===== config.mk =====
export PLATFORM = sky130hd
export DESIGN_NAME = inning_controller
export DESIGN_NICKNAME = d
export VERILOG_FILES = /design/src/rtl/baseball_pkg.sv /design/src/rtl/base_advance.sv /design/src/rtl/inning_controller.sv
export SDC_FILE = /design/constraint.sdc
export NUM_CORES = 1
export LEC_CHECK = 0
export ABC_AREA = 1
export CELL_PAD_IN_SITES_DETAIL_PLACEMENT = 0
export CELL_PAD_IN_SITES_GLOBAL_PLACEMENT = 1
export CORE_UTILIZATION = 40
export DETAILED_ROUTE_END_ITERATION = 8
export PLACE_DENSITY_LB_ADDON = 0.3
export SLEW_MARGIN = 40
export SYNTH_ARGS = -nofsm -noshare
export SYNTH_HDL_FRONTEND = slang
export SYNTH_HIERARCHICAL = 1
export SYNTH_SLANG_ARGS = --single-unit

===== constraint.sdc =====
create_clock -name clk -period 4.13 [get_ports clk]
set_input_delay 0.413 -clock clk [delete_from_list [all_inputs] [get_ports clk]]
set_output_delay 0.413 -clock clk [all_outputs]
set_load 0.05 [all_outputs]

===== src/rtl/baseball_pkg.sv =====
// Shared event codes, FSM encoding and half-inning constants for the game sequencer.
package baseball_pkg;

    localparam logic [2:0] EVT_BALL    = 3'd0;
    localparam logic [2:0] EVT_STRIKE  = 3'd1;
    localparam logic [2:0] EVT_FOUL    = 3'd2;
    localparam logic [2:0] EVT_OUT     = 3'd3;
    localparam logic [2:0] EVT_SINGLE  = 3'd4;
    localparam logic [2:0] EVT_DOUBLE  = 3'd5;
    localparam logic [2:0] EVT_TRIPLE  = 3'd6;
    localparam logic [2:0] EVT_HOMERUN = 3'd7;

    localparam logic HALF_TOP    = 1'b0;
    localparam logic HALF_BOTTOM = 1'b1;

    typedef enum logic [1:0] {
        ST_PLAY   = 2'd0,
        ST_SWITCH = 2'd1,
        ST_OVER   = 2'd2
    } state_e;

    function automatic logic [2:0] runner_sum(input logic r1, input logic r2, input logic r3);
        return {2'b00, r1} + {2'b00, r2} + {2'b00, r3};
    endfunction

endpackage


===== src/rtl/base_advance.sv =====
// Combinational runner advancement for walks and hits; other events pass runners through.
module base_advance
    import baseball_pkg::*;
(
    input  logic [2:0] evt_code,
    input  logic       walk,
    input  logic       r1_i,
    input  logic       r2_i,
    input  logic       r3_i,
    output logic       r1_o,
    output logic       r2_o,
    output logic       r3_o,
    output logic [2:0] runs_o
);

    // Next runner positions and runs credited for the offered event
    always_comb begin
        r1_o   = r1_i;
        r2_o   = r2_i;
        r3_o   = r3_i;
        runs_o = 3'd0;
        if (walk) begin
            // Runners only move when forced by the runner behind them
            r1_o   = 1'b1;
            r2_o   = r2_i | r1_i;
            r3_o   = r3_i | (r1_i & r2_i);
            runs_o = {2'b00, r1_i & r2_i & r3_i};
        end else begin
            case (evt_code)
                EVT_SINGLE: begin
                    r1_o   = 1'b1;
                    r2_o   = r1_i;
                    r3_o   = r2_i;
                    runs_o = {2'b00, r3_i};
                end
                EVT_DOUBLE: begin
                    r1_o   = 1'b0;
                    r2_o   = 1'b1;
                    r3_o   = r1_i;
                    runs_o = runner_sum(1'b0, r2_i, r3_i);
                end
                EVT_TRIPLE: begin
                    r1_o   = 1'b0;
                    r2_o   = 1'b0;
                    r3_o   = 1'b1;
                    runs_o = runner_sum(r1_i, r2_i, r3_i);
                end
                EVT_HOMERUN: begin
                    r1_o   = 1'b0;
                    r2_o   = 1'b0;
                    r3_o   = 1'b0;
                    runs_o = runner_sum(r1_i, r2_i, r3_i) + 3'd1;
                end
                default: begin
                    r1_o   = r1_i;
                    r2_o   = r2_i;
                    r3_o   = r3_i;
                    runs_o = 3'd0;
                end
            endcase
        end
    end

endmodule


===== src/rtl/inning_controller.sv =====
// Game sequencer: counts, runners, scores, half-inning/inning sequencing and end of game.
// Optional macro EXTRA_INNINGS_EN: a tie after regulation continues into extra innings.
module inning_controller
    import baseball_pkg::*;
#(
    parameter int NUM_INNINGS = 9,
    parameter int SCORE_W     = 5,
    parameter int INN_W       = 4
) (
    input  logic               clk,
    input  logic               rst_n,
    input  logic               new_game,
    input  logic               evt_valid,
    input  logic [2:0]         evt_code,
    output logic               evt_ready,
    output logic [1:0]         ball_count,
    output logic [1:0]         strike_count,
    output logic [1:0]         out_count,
    output logic               runner_1st,
    output logic               runner_2nd,
    output logic               runner_3rd,
    output logic [SCORE_W-1:0] score_away,
    output logic [SCORE_W-1:0] score_home,
    output logic [INN_W-1:0]   inning,
    output logic               half,
    output logic [2:0]         runs_scored,
    output logic               runs_pulse,
    output logic               game_over
);

    localparam logic [INN_W-1:0]   INN_ONE   = INN_W'(1);
    localparam logic [INN_W-1:0]   INN_LAST  = INN_W'(NUM_INNINGS);
    localparam logic [INN_W-1:0]   INN_MAX   = {INN_W{1'b1}};
    localparam logic [SCORE_W-1:0] SCORE_MAX = {SCORE_W{1'b1}};

    state_e             state_q, state_d;
    logic [1:0]         balls_q, balls_d;
    logic [1:0]         strikes_q, strikes_d;
    logic [1:0]         outs_q, outs_d;
    logic               r1_q, r1_d, r2_q, r2_d, r3_q, r3_d;
    logic [SCORE_W-1:0] away_q, away_d, home_q, home_d;
    logic [INN_W-1:0]   inning_q, inning_d;
    logic               half_q, half_d;
    logic [2:0]         runs_q, runs_d;
    logic               pulse_q, pulse_d;

    logic               walk_s, out_evt_s, walkoff_s;
    logic               adv_r1_s, adv_r2_s, adv_r3_s;
    logic [2:0]         adv_runs_s;
    logic [SCORE_W-1:0] away_sum_s, home_sum_s;

    function automatic logic [SCORE_W-1:0] sat_add(input logic [SCORE_W-1:0] a, input logic [2:0] b);
        logic [SCORE_W:0] sum;
        sum = {1'b0, a} + {{(SCORE_W-2){1'b0}}, b};
        return sum[SCORE_W] ? SCORE_MAX : sum[SCORE_W-1:0];
    endfunction

    assign walk_s = (evt_code == EVT_BALL) && (balls_q == 2'd3);

    base_advance u_base_advance (
        .evt_code (evt_code),
        .walk     (walk_s),
        .r1_i     (r1_q),
        .r2_i     (r2_q),
        .r3_i     (r3_q),
        .r1_o     (adv_r1_s),
        .r2_o     (adv_r2_s),
        .r3_o     (adv_r3_s),
        .runs_o   (adv_runs_s)
    );

    // Candidate scores if the offered event is accepted, and the walk-off test on them
    always_comb begin
        away_sum_s = away_q;
        home_sum_s = home_q;
        if (half_q == HALF_TOP) begin
            away_sum_s = sat_add(away_q, adv_runs_s);
        end else begin
            home_sum_s = sat_add(home_q, adv_runs_s);
        end
        walkoff_s = (half_q == HALF_BOTTOM) && (inning_q >= INN_LAST) && (home_sum_s > away_sum_s);
    end

    // Next-state and datapath update
    always_comb begin
        state_d   = state_q;
        balls_d   = balls_q;
        strikes_d = strikes_q;
        outs_d    = outs_q;
        r1_d      = r1_q;
        r2_d      = r2_q;
        r3_d      = r3_q;
        away_d    = away_q;
        home_d    = home_q;
        inning_d  = inning_q;
        half_d    = half_q;
        runs_d    = 3'd0;
        pulse_d   = 1'b0;
        out_evt_s = 1'b0;
        if (new_game) begin
            state_d   = ST_PLAY;
            balls_d   = 2'd0;
            strikes_d = 2'd0;
            outs_d    = 2'd0;
            r1_d      = 1'b0;
            r2_d      = 1'b0;
            r3_d      = 1'b0;
            away_d    = '0;
            home_d    = '0;
            inning_d  = INN_ONE;
            half_d    = HALF_TOP;
        end else begin
            case (state_q)
                ST_PLAY: begin
                    if (evt_valid) begin
                        r1_d    = adv_r1_s;
                        r2_d    = adv_r2_s;
                        r3_d    = adv_r3_s;
                        away_d  = away_sum_s;
                        home_d  = home_sum_s;
                        runs_d  = adv_runs_s;
                        pulse_d = (adv_runs_s != 3'd0);
                        case (evt_code)
                            EVT_BALL: begin
                                if (balls_q != 2'd3) begin
                                    balls_d = balls_q + 2'd1;
                                end else begin
                                    balls_d   = 2'd0;
                                    strikes_d = 2'd0;
                                end
                            end
                            EVT_STRIKE: begin
                                if (strikes_q != 2'd2) begin
                                    strikes_d = strikes_q + 2'd1;
                                end else begin
                                    out_evt_s = 1'b1;
                                end
                            end
                            EVT_FOUL: begin
                                if (strikes_q != 2'd2) begin
                                    strikes_d = strikes_q + 2'd1;
                                end else begin
                                    strikes_d = strikes_q;
                                end
                            end
                            EVT_OUT: begin
                                out_evt_s = 1'b1;
                            end
                            default: begin
                                balls_d   = 2'd0;
                                strikes_d = 2'd0;
                            end
                        endcase
                        if (out_evt_s) begin
                            balls_d   = 2'd0;
                            strikes_d = 2'd0;
                            if (outs_q != 2'd2) begin
                                outs_d = outs_q + 2'd1;
                            end else begin
                                outs_d = outs_q;
                            end
                        end else begin
                            outs_d = outs_q;
                        end
                        // A walk-off wins over a simultaneous third out
                        if (walkoff_s) begin
                            state_d = ST_OVER;
                        end else if (out_evt_s && (outs_q == 2'd2)) begin
                            state_d = ST_SWITCH;
                        end else begin
                            state_d = ST_PLAY;
                        end
                    end else begin
                        state_d = ST_PLAY;
                    end
                end
                ST_SWITCH: begin
                    balls_d   = 2'd0;
                    strikes_d = 2'd0;
                    outs_d    = 2'd0;
                    r1_d      = 1'b0;
                    r2_d      = 1'b0;
                    r3_d      = 1'b0;
                    if (half_q == HALF_TOP) begin
                        if ((inning_q == INN_LAST) && (home_q > away_q)) begin
                            state_d = ST_OVER;
                        end else begin
                            state_d = ST_PLAY;
                            half_d  = HALF_BOTTOM;
                        end
                    end else if (inning_q >= INN_LAST) begin
`ifdef EXTRA_INNINGS_EN
                        if ((home_q == away_q) && (inning_q != INN_MAX)) begin
                            state_d  = ST_PLAY;
                            half_d   = HALF_TOP;
                            inning_d = inning_q + INN_ONE;
                        end else begin
                            state_d = ST_OVER;
                        end
`else
                        state_d = ST_OVER;
`endif
                    end else begin
                        state_d  = ST_PLAY;
                        half_d   = HALF_TOP;
                        inning_d = (inning_q != INN_MAX) ? inning_q + INN_ONE : inning_q;
                    end
                end
                ST_OVER: begin
                    state_d = ST_OVER;
                end
                default: begin
                    state_d = ST_PLAY;
                end
            endcase
        end
    end

    // State and datapath registers
    always_ff @(posedge clk or negedge rst_n) begin
        if (!rst_n) begin
            state_q   <= ST_PLAY;
            balls_q   <= 2'd0;
            strikes_q <= 2'd0;
            outs_q    <= 2'd0;
            r1_q      <= 1'b0;
            r2_q      <= 1'b0;
            r3_q      <= 1'b0;
            away_q    <= '0;
            home_q    <= '0;
            inning_q  <= INN_ONE;
            half_q    <= HALF_TOP;
            runs_q    <= 3'd0;
            pulse_q   <= 1'b0;
        end else begin
            state_q   <= state_d;
            balls_q   <= balls_d;
            strikes_q <= strikes_d;
            outs_q    <= outs_d;
            r1_q      <= r1_d;
            r2_q      <= r2_d;
            r3_q      <= r3_d;
            away_q    <= away_d;
            home_q    <= home_d;
            inning_q  <= inning_d;
            half_q    <= half_d;
            runs_q    <= runs_d;
            pulse_q   <= pulse_d;
        end
    end

    assign evt_ready    = (state_q == ST_PLAY);
    assign game_over    = (state_q == ST_OVER);
    assign ball_count   = balls_q;
    assign strike_count = strikes_q;
    assign out_count    = outs_q;
    assign runner_1st   = r1_q;
    assign runner_2nd   = r2_q;
    assign runner_3rd   = r3_q;
    assign score_away   = away_q;
    assign score_home   = home_q;
    assign inning       = inning_q;
    assign half         = half_q;
    assign runs_scored  = runs_q;
    assign runs_pulse   = pulse_q;

endmodule


# After elaboration in Yosys (flattened, before gate mapping)
# Cells that the tools add are included.
[totals] reg_bits=30 input_bits=7 output_inout_bits=30 word_cells=157
[op_classes] addsub=10 n_lt_le_gt_ge=3 eq_ne=27 muxes=74 bitwise=4 n_reduce_logical=26
[op_table] op="2-to-1 mux 5 bit" count=10
[op_table] op="2-to-1 mux 2 bit" count=19
[op_table] op="2-to-1 mux 1 bit" count=22
[op_table] op="2-to-1 mux 4 bit" count=5
[op_table] op="one-hot mux 2 bit (2 select lines)" count=4
[op_table] op="adder 5 x 3 -> 6 bit" count=2
[op_table] op="equality test 3 bit (second input constant)" count=4
[op_table] op="2-to-1 mux 3 bit" count=4
[op_table] op="one-hot mux 2 bit (3 select lines)" count=2
[op_table] op="one-hot mux 3 bit (4 select lines)" count=1
[op_table] op="AND reduction 3 bit" count=4
[op_table] op="> comparator 5 bit" count=2
[op_table] op="!= test 5 x 3 -> 1 bit (second input constant)" count=2
[op_table] op="one-hot mux 1 bit (2 select lines)" count=5
[op_table] op="nonzero test 2 bit" count=5
[op_table] op="!= test 2 bit (second input constant)" count=4
[op_table] op="!= test 4 bit (second input constant)" count=2
[op_table] op="AND reduction 4 bit" count=2
[op_table] op="!= test 7 x 2 -> 1 bit (second input constant)" count=1
[op_table] op="adder 2 x 1 -> 2 bit (second input constant)" count=3
[op_table] op="equality test 2 bit (second input constant)" count=3
[op_table] op="equality test 3 x 2 -> 1 bit (second input constant)" count=2
[op_table] op="!= test 3 x 2 -> 1 bit (second input constant)" count=2
[op_table] op="!= test 6 x 3 -> 1 bit (second input constant)" count=1
[op_table] op="other kinds (23)" count=33

# Depth between registers and ports, before layout
# Gate-level depths: netlist of the first run.
[logic_depth] ltp_word=14 depth_mapped=26 mapped_depth_nobuf=26

# Cells and area by module
# The synthesis of the first run kept the hierarchy.
[modules_own_cells] module="inning_controller" instances=1 cells_each=279 area_per_inst_um2=2160.8 seq_area_each_um2=752.0
[modules_own_cells] module="base_advance" instances=1 cells_each=51 area_per_inst_um2=299.0 seq_area_each_um2=0.0

# Worst setup path before layout of the first run
# OpenSTA, ideal clock, no wires.
[synth_path] kind="reg2reg" start="reg r1_q (netlist: runner_1st)" end="reg state_q[1]" setup_time_ps=115 arrival_time_ps=3891 required_ps=4015 path_slack_ps=124 stages_incl_launch_ff=24 path_buffers=0 synth_period_minus_slack_ps=4006 cell_sequence="dfrtp_1 > inv_1 > fa_1 > inv_1 > ha_1 > nand4_1 > nand3_1 > nand2_1 > inv_1 > inv_1 > fa_1 > o21ai_0 > nand3_1 > xor2_1 > nand2_1 > inv_1 > ha_1 > nand2_1 > nor3_1 > nor2_1 > nand3_1 > nand2_1 > nor2_1 > nor2_1"
[synth_between] elab_chain_cells=14 word_cells_on_any_way=19 classes_between="5 x add/sub; 1 x order compare; 10 x mux; 2 x bitwise; 1 x reduce/logical"
[synth_rtl] element="from (decl)" line="inning_controller.sv:40" source="logic r1_q, r1_d, r2_q, r2_d, r3_q, r3_d;"
[synth_rtl] element="from (signal assigned)" line="inning_controller.sv:240" source="r1_q <= r1_d;"
[synth_rtl] element="adder 1 x 1 -> 2 bit (*)" line="baseball_pkg.sv:23" source="return {2'b00, r1} + {2'b00, r2} + {2'b00, r3};"
[synth_rtl] element="adder 3 x 1 -> 3 bit (*)" line="baseball_pkg.sv:23"
[synth_rtl] element="adder 3 x 1 -> 3 bit" line="base_advance.sv:52" source="runs_o = runner_sum(r1_i, r2_i, r3_i) + 3'd1;"
[synth_rtl] element="one-hot mux 3 bit (4 select lines) (*)" line="base_advance.sv:29" source="case (evt_code)"
[synth_rtl] element="2-to-1 mux 3 bit (*)" line="base_advance.sv:22" source="if (walk) begin"
[synth_rtl] element="named net adv_runs_s[1]" line="inning_controller.sv:49" source="logic [2:0] adv_runs_s;"
[synth_rtl] element="adder 5 x 3 -> 6 bit" line="inning_controller.sv:54" source="sum = {1'b0, a} + {{(SCORE_W-2){1'b0}}, b};"
[synth_rtl] element="2-to-1 mux 5 bit" line="inning_controller.sv:55" source="return sum[SCORE_W] ? SCORE_MAX : sum[SCORE_W-1:0];"
[synth_rtl] element="2-to-1 mux 5 bit" line="inning_controller.sv:76" source="if (half_q == HALF_TOP) begin"
[synth_rtl] element="> comparator 5 bit (*)" line="inning_controller.sv:81" source="walkoff_s = (half_q == HALF_BOTTOM) && (inning_q >= INN_LAST) && (home_sum_s > away_sum_s);"
[synth_rtl] element="logical AND 1 bit (*)" line="inning_controller.sv:81"
[synth_rtl] element="2-to-1 mux 2 bit (*)" line="inning_controller.sv:166" source="if (walkoff_s) begin"
[synth_rtl] element="2-to-1 mux 2 bit (*)" line="inning_controller.sv:115" source="if (evt_valid) begin"
[synth_rtl] element="one-hot mux 2 bit (3 select lines) (*)" line="inning_controller.sv:113" source="case (state_q)"
[synth_rtl] element="2-to-1 mux 2 bit (*)" line="inning_controller.sv:100" source="if (new_game) begin"
[synth_rtl] element="named net state_d[1]" line="inning_controller.sv:36" source="state_e state_q, state_d;"
[synth_rtl] element="to (signal assigned)" line="inning_controller.sv:236" source="state_q <= state_d;"
[synth_rtl] element="to (decl)" line="inning_controller.sv:36"
# Mark *: on every way through the listed nets, which the timed path passes. The rest lies on a longest branch.
# A chain may end at the register's enable or synchronous reset.

# Worst setup path after layout of the first run
# Ends and elaborated chain as after synthesis.

==> metrics.log, run 1 <==
[metrics] antenna violations before repair: 0
[metrics] detailed-route via count: 2211
[metrics] most numerous cell on the critical path: sky130_fd_sc_hd__nand2_1
[metrics] DRC errors left: 0
[metrics] Final Hold Vio Count: 0
[metrics] relative slew slack: 0.654
[metrics] router iterations before antenna repair: 4
[metrics] Critical Path End Type: flip-flop
[metrics] critical path class: flip-flop to flip-flop
[metrics] worst ir drop on vdd: 0.000221 V
[metrics] max-cap check violation count: 0
[metrics] final period utilization: 0.911
[metrics] share of the core filled with cells: 0.507
[metrics] fraction of power spent switching nets: 0.321
[metrics] mapped cell area: 2460 um2
[metrics] category of cells accounting for the largest share of critical-path delay: adder cells
[metrics] worst slew pin tran: 518 ps
[metrics] setup skew after layout: 7.42 ps
[metrics] wire length of the first global-routing pass: 9.58 mm
[metrics] routability congestion estimate from global placement: 0.804
[metrics] 1st-iter DRT viols: 119
[metrics] horizontal die dimension: 80.4 um
[metrics] cell count along the critical path: 23
[metrics] number of nets at the end of the flow: 409
[metrics] number of buffers between clock root and the deepest sink: 2
[metrics] via count of the first global-routing pass: 2063
[metrics] drt wl/cell: 12.7 um
[metrics] synthesized flop and latch total: 30
[metrics] net count after synthesis: 364
[metrics] Yosys warning total: 6
[metrics] flip-flop cell with the highest count after synthesis: sky130_fd_sc_hd__dfrtp_1
[metrics] switching power of the nets: 0.224 mW
[metrics] cell row count: 28
[metrics] outcome: completed
[metrics] Tmin final: 3760 ps
[metrics] number of routed nets with antenna violations: 0
[metrics] data arrival time at the worst-slack endpoint: 3920 ps
[metrics] area overhead of the layout relative to synthesis: 22.1%
[metrics] CTS tree: yes
[metrics] CTS Sinks: 30
[metrics] clock network fraction of total power: 0.322
[metrics] post-detailed-routing wire length: 5.72 mm
[metrics] Avg Synthesized Cell Area: 7.45 um2
[metrics] Critical Path RT: 4290 ps
[metrics] Flop pwr share: 0.448
[metrics] clock-pin slew on the worst setup and hold paths: 70 ps
[metrics] maximum number of pins on one net before global-route repair: 31
[metrics] sum of net half-perimeters after detailed placement: 4.33 mm
[metrics] pins over their slew limit: 0
[metrics] crit-path cells: inv_1, fa_1, inv_1, ha_1, nand4_1, nand3_1, nand2_1, inv_2, inv_2, fa_1, o21ai_1, nand3_1, xor2_1, nand2_1, inv_1, ha_1, nand2_1, nor3_1, nor2_1, nand3_1, nand2_1, nor2_1, nor2_1
[metrics] maximum cell stage delay along the critical path: 570 ps
[metrics] core area: 5920 um2
[metrics] EDFF count, synth: 0
[metrics] cell with the largest stage delay on the worst path: sky130_fd_sc_hd__fa_1
[metrics] share of the yosys chip area belonging to registers: 0.306
[metrics] Ant. Diodes: 0
[metrics] num ports: 37
[metrics] Non-Filler Cell Area, Final: 3000 um2
[metrics] Post-Synthesis Cells: 330
[metrics] All-Layer GR Usage: 0.193
[metrics] H-tree depth: 2
[metrics] number of setup violations in the final report: 0
[metrics] category of the worst setup path launch point: flip-flop
[metrics] Total Power: 0.698 mW
[metrics] filler cell count in the final layout: 577
[metrics] Inserted Clock Buffers: 5
[metrics] mean number of vias per cell: 4.91
[metrics] Buf/Inv on CP: 5
[metrics] instance area at placement: 2900 um2
[metrics] Initial Util: 0.415
[metrics] clock root buffer: sky130_fd_sc_hd__clkbuf_8
[metrics] Max FO, Critical Path: 5
[metrics] number of port buffers: 36
[metrics] combinational group share of total power: 0.230
[metrics] internal power: 0.474 mW
[metrics] Worst Hold Class: input pin to asynchronous set/reset pin
[metrics] clock latency at the later pin of the worst-skew pair: 280 ps
[metrics] die area: 6470 um2
[metrics] power per standard cell area: 232 nW/um2
[metrics] Leak: 1.48 nW
[metrics] Worst Reg2Reg Path Length in Cells: 23
[metrics] fraction of registers with async set or reset after synthesis: 1.00
[metrics] Overflow after GRT: 0
[metrics] Distinct cells, synth: 31
[metrics] y dimension of the die: 80.4 um
[metrics] proportion of layout cells with a drive suffix above 1: 0.136
[metrics] maximum clock frequency: 266 MHz
-- cells by family (layout without fill, tap and decap cells) --
kind of cell	after synthesis	after routing	synth area share
adders and majority gates	27	27	0.146
and+or+nand+nor	148	148	0.276
buffers and inverters	73	118	0.124
xor gates and xnor gates	2	2	0.00712
AOI/OAI and AO/OA	50	50	0.141
DFF	30	30	0.306
-- worst paths after layout --
check / from / to / slack, ps
hold reg to reg: inning[0]$_DFFE_PN1P_ / inning[0]$_DFFE_PN1P_ / 530
setup / recovery: runner_1st$_DFFE_PN0P_ / state_q[1]$_DFF_PN0_ / 370
setup reg to reg: runner_1st$_DFFE_PN0P_ / state_q[1]$_DFF_PN0_ / 370
hold / removal: rst_n / score_home[4]$_DFFE_PN0P_ / 530
max in group asynchronous: rst_n / inning[0]$_DFFE_PN1P_ / 3260
min in group clk: inning[0]$_DFFE_PN1P_ / inning[0]$_DFFE_PN1P_ / 530
-- repair_timing --
action | 4_1_cts | 5_1_grt
endpoints found under the hold margin | 0 | 0
endpoints found under the setup margin | 0 | 2
hold buffers | 0 | 0
setup buffers | 0 | 3
gates resized for setup | 0 | 4
-- flip-flops by register name, indices dropped and copies added, names as in the netlist --
name          flops
state_q           2
runs_pulse        1
score_away        5
strike_count      2
runs_scored       3
runner_3rd        1
inning            4
ball_count        2
score_home        5
out_count         2
runner_1st        1
runner_2nd        1
half              1
-- metrics by stage --
stage               setup slack (ps)  TNS, ps  hold slack [ps]  instances
global placement                 172        0              521        440
finish                           368        0              527        450
CTS                              114        0              541        447
detailed placement               117        0              529        440
floorplan                        124        0              117        330
global route                   -7.47    -7.47              579        450
-- power groups by stage --
stage | clock network [mW] | logic [mW] | registers (mW)
floorplan | 0 | 0.0740 | 0.351
global placement | 0 | 0.158 | 0.318
detailed placement | 0 | 0.159 | 0.318
CTS | 0.235 | 0.160 | 0.312
global route | 0.248 | 0.177 | 0.314
finish | 0.225 | 0.161 | 0.312
-- area by class of cell --
type	count	area [um2]	area share
clock buffer	7	76.3	0.0254
inverter	66	248	0.0825
multi-input combinational	227	1400	0.468
sequential	30	753	0.251
tap	75	93.8	0.0313
timing repair buffer	45	428	0.142
-- worst register-to-register path: stages, from the launching register on --
cell	delay (ps)
sky130_fd_sc_hd__dfrtp_2	400
sky130_fd_sc_hd__inv_1	90
sky130_fd_sc_hd__fa_1	570
sky130_fd_sc_hd__inv_1	60
sky130_fd_sc_hd__ha_1	270
sky130_fd_sc_hd__nand4_1	90
sky130_fd_sc_hd__nand3_1	100
sky130_fd_sc_hd__nand2_1	60
sky130_fd_sc_hd__inv_2	100
sky130_fd_sc_hd__inv_2	80
sky130_fd_sc_hd__fa_1	420
sky130_fd_sc_hd__o21ai_1	160
sky130_fd_sc_hd__nand3_1	100
sky130_fd_sc_hd__xor2_1	160
sky130_fd_sc_hd__nand2_1	80
sky130_fd_sc_hd__inv_1	50
sky130_fd_sc_hd__ha_1	280
sky130_fd_sc_hd__nand2_1	80
sky130_fd_sc_hd__nor3_1	180
sky130_fd_sc_hd__nor2_1	80
sky130_fd_sc_hd__nand3_1	70
sky130_fd_sc_hd__nand2_1	50
sky130_fd_sc_hd__nor2_1	90
sky130_fd_sc_hd__nor2_1	40
-- layout by cell type, fill, tap and decap left out, types with 2 or more instances in the layout --
cell,count
sky130_fd_sc_hd__clkbuf_8,5
sky130_fd_sc_hd__ha_1,24
sky130_fd_sc_hd__inv_2,11
sky130_fd_sc_hd__o21ai_1,5
sky130_fd_sc_hd__nand3_1,23
sky130_fd_sc_hd__fa_1,3
sky130_fd_sc_hd__o21ai_0,13
sky130_fd_sc_hd__clkdlybuf4s50_1,36
sky130_fd_sc_hd__clkbuf_1,2
sky130_fd_sc_hd__nor3_1,2
sky130_fd_sc_hd__nand2_1,71
sky130_fd_sc_hd__o21ai_2,4
sky130_fd_sc_hd__or2_2,2
sky130_fd_sc_hd__a21oi_2,2
sky130_fd_sc_hd__o22ai_2,5
sky130_fd_sc_hd__a22o_2,3
sky130_fd_sc_hd__nand4_1,15
sky130_fd_sc_hd__nor2_1,26
sky130_fd_sc_hd__inv_1,55
sky130_fd_sc_hd__nor2_2,3
sky130_fd_sc_hd__xor2_1,2
sky130_fd_sc_hd__buf_4,9
sky130_fd_sc_hd__a21oi_1,15
sky130_fd_sc_hd__dfrtp_1,28
sky130_fd_sc_hd__nor2_4,3
-- metal layers --
metal	routed length (um)	up-vias	global-route usage	share of wire
met5	0	-	0	0
met4	57	0	0.0482	0.010
met3	237	7	0.0386	0.041
met2	2610	45	0.305	0.46
met1	2810	1003	0.266	0.49
li1	-	1156	-	-
-- synthesized netlist by cell type, types with 4 or more instances --
master / number / area [um2]
sky130_fd_sc_hd__a21oi_1: 15 / 75.1
sky130_fd_sc_hd__dfrtp_1: 29 / 726
sky130_fd_sc_hd__ha_1: 24 / 300
sky130_fd_sc_hd__inv_1: 57 / 214
sky130_fd_sc_hd__inv_2: 9 / 33.8
sky130_fd_sc_hd__nand2_1: 71 / 267
sky130_fd_sc_hd__nand3_1: 23 / 115
sky130_fd_sc_hd__nand4_1: 15 / 93.8
sky130_fd_sc_hd__nor2_1: 26 / 97.6
sky130_fd_sc_hd__o21ai_0: 14 / 70.1
sky130_fd_sc_hd__o21ai_1: 4 / 20.0
sky130_fd_sc_hd__o21ai_2: 4 / 35.0
sky130_fd_sc_hd__o22ai_2: 5 / 62.6
Power figures use the tool's default switching activity.
==> run 2, diff against run 1 <==
- GPL_ROUTABILITY_DRIVEN: not set -> 0
==> results of run 2 <==
The final DEF is identical to that of run 1; final timing and power are the same.
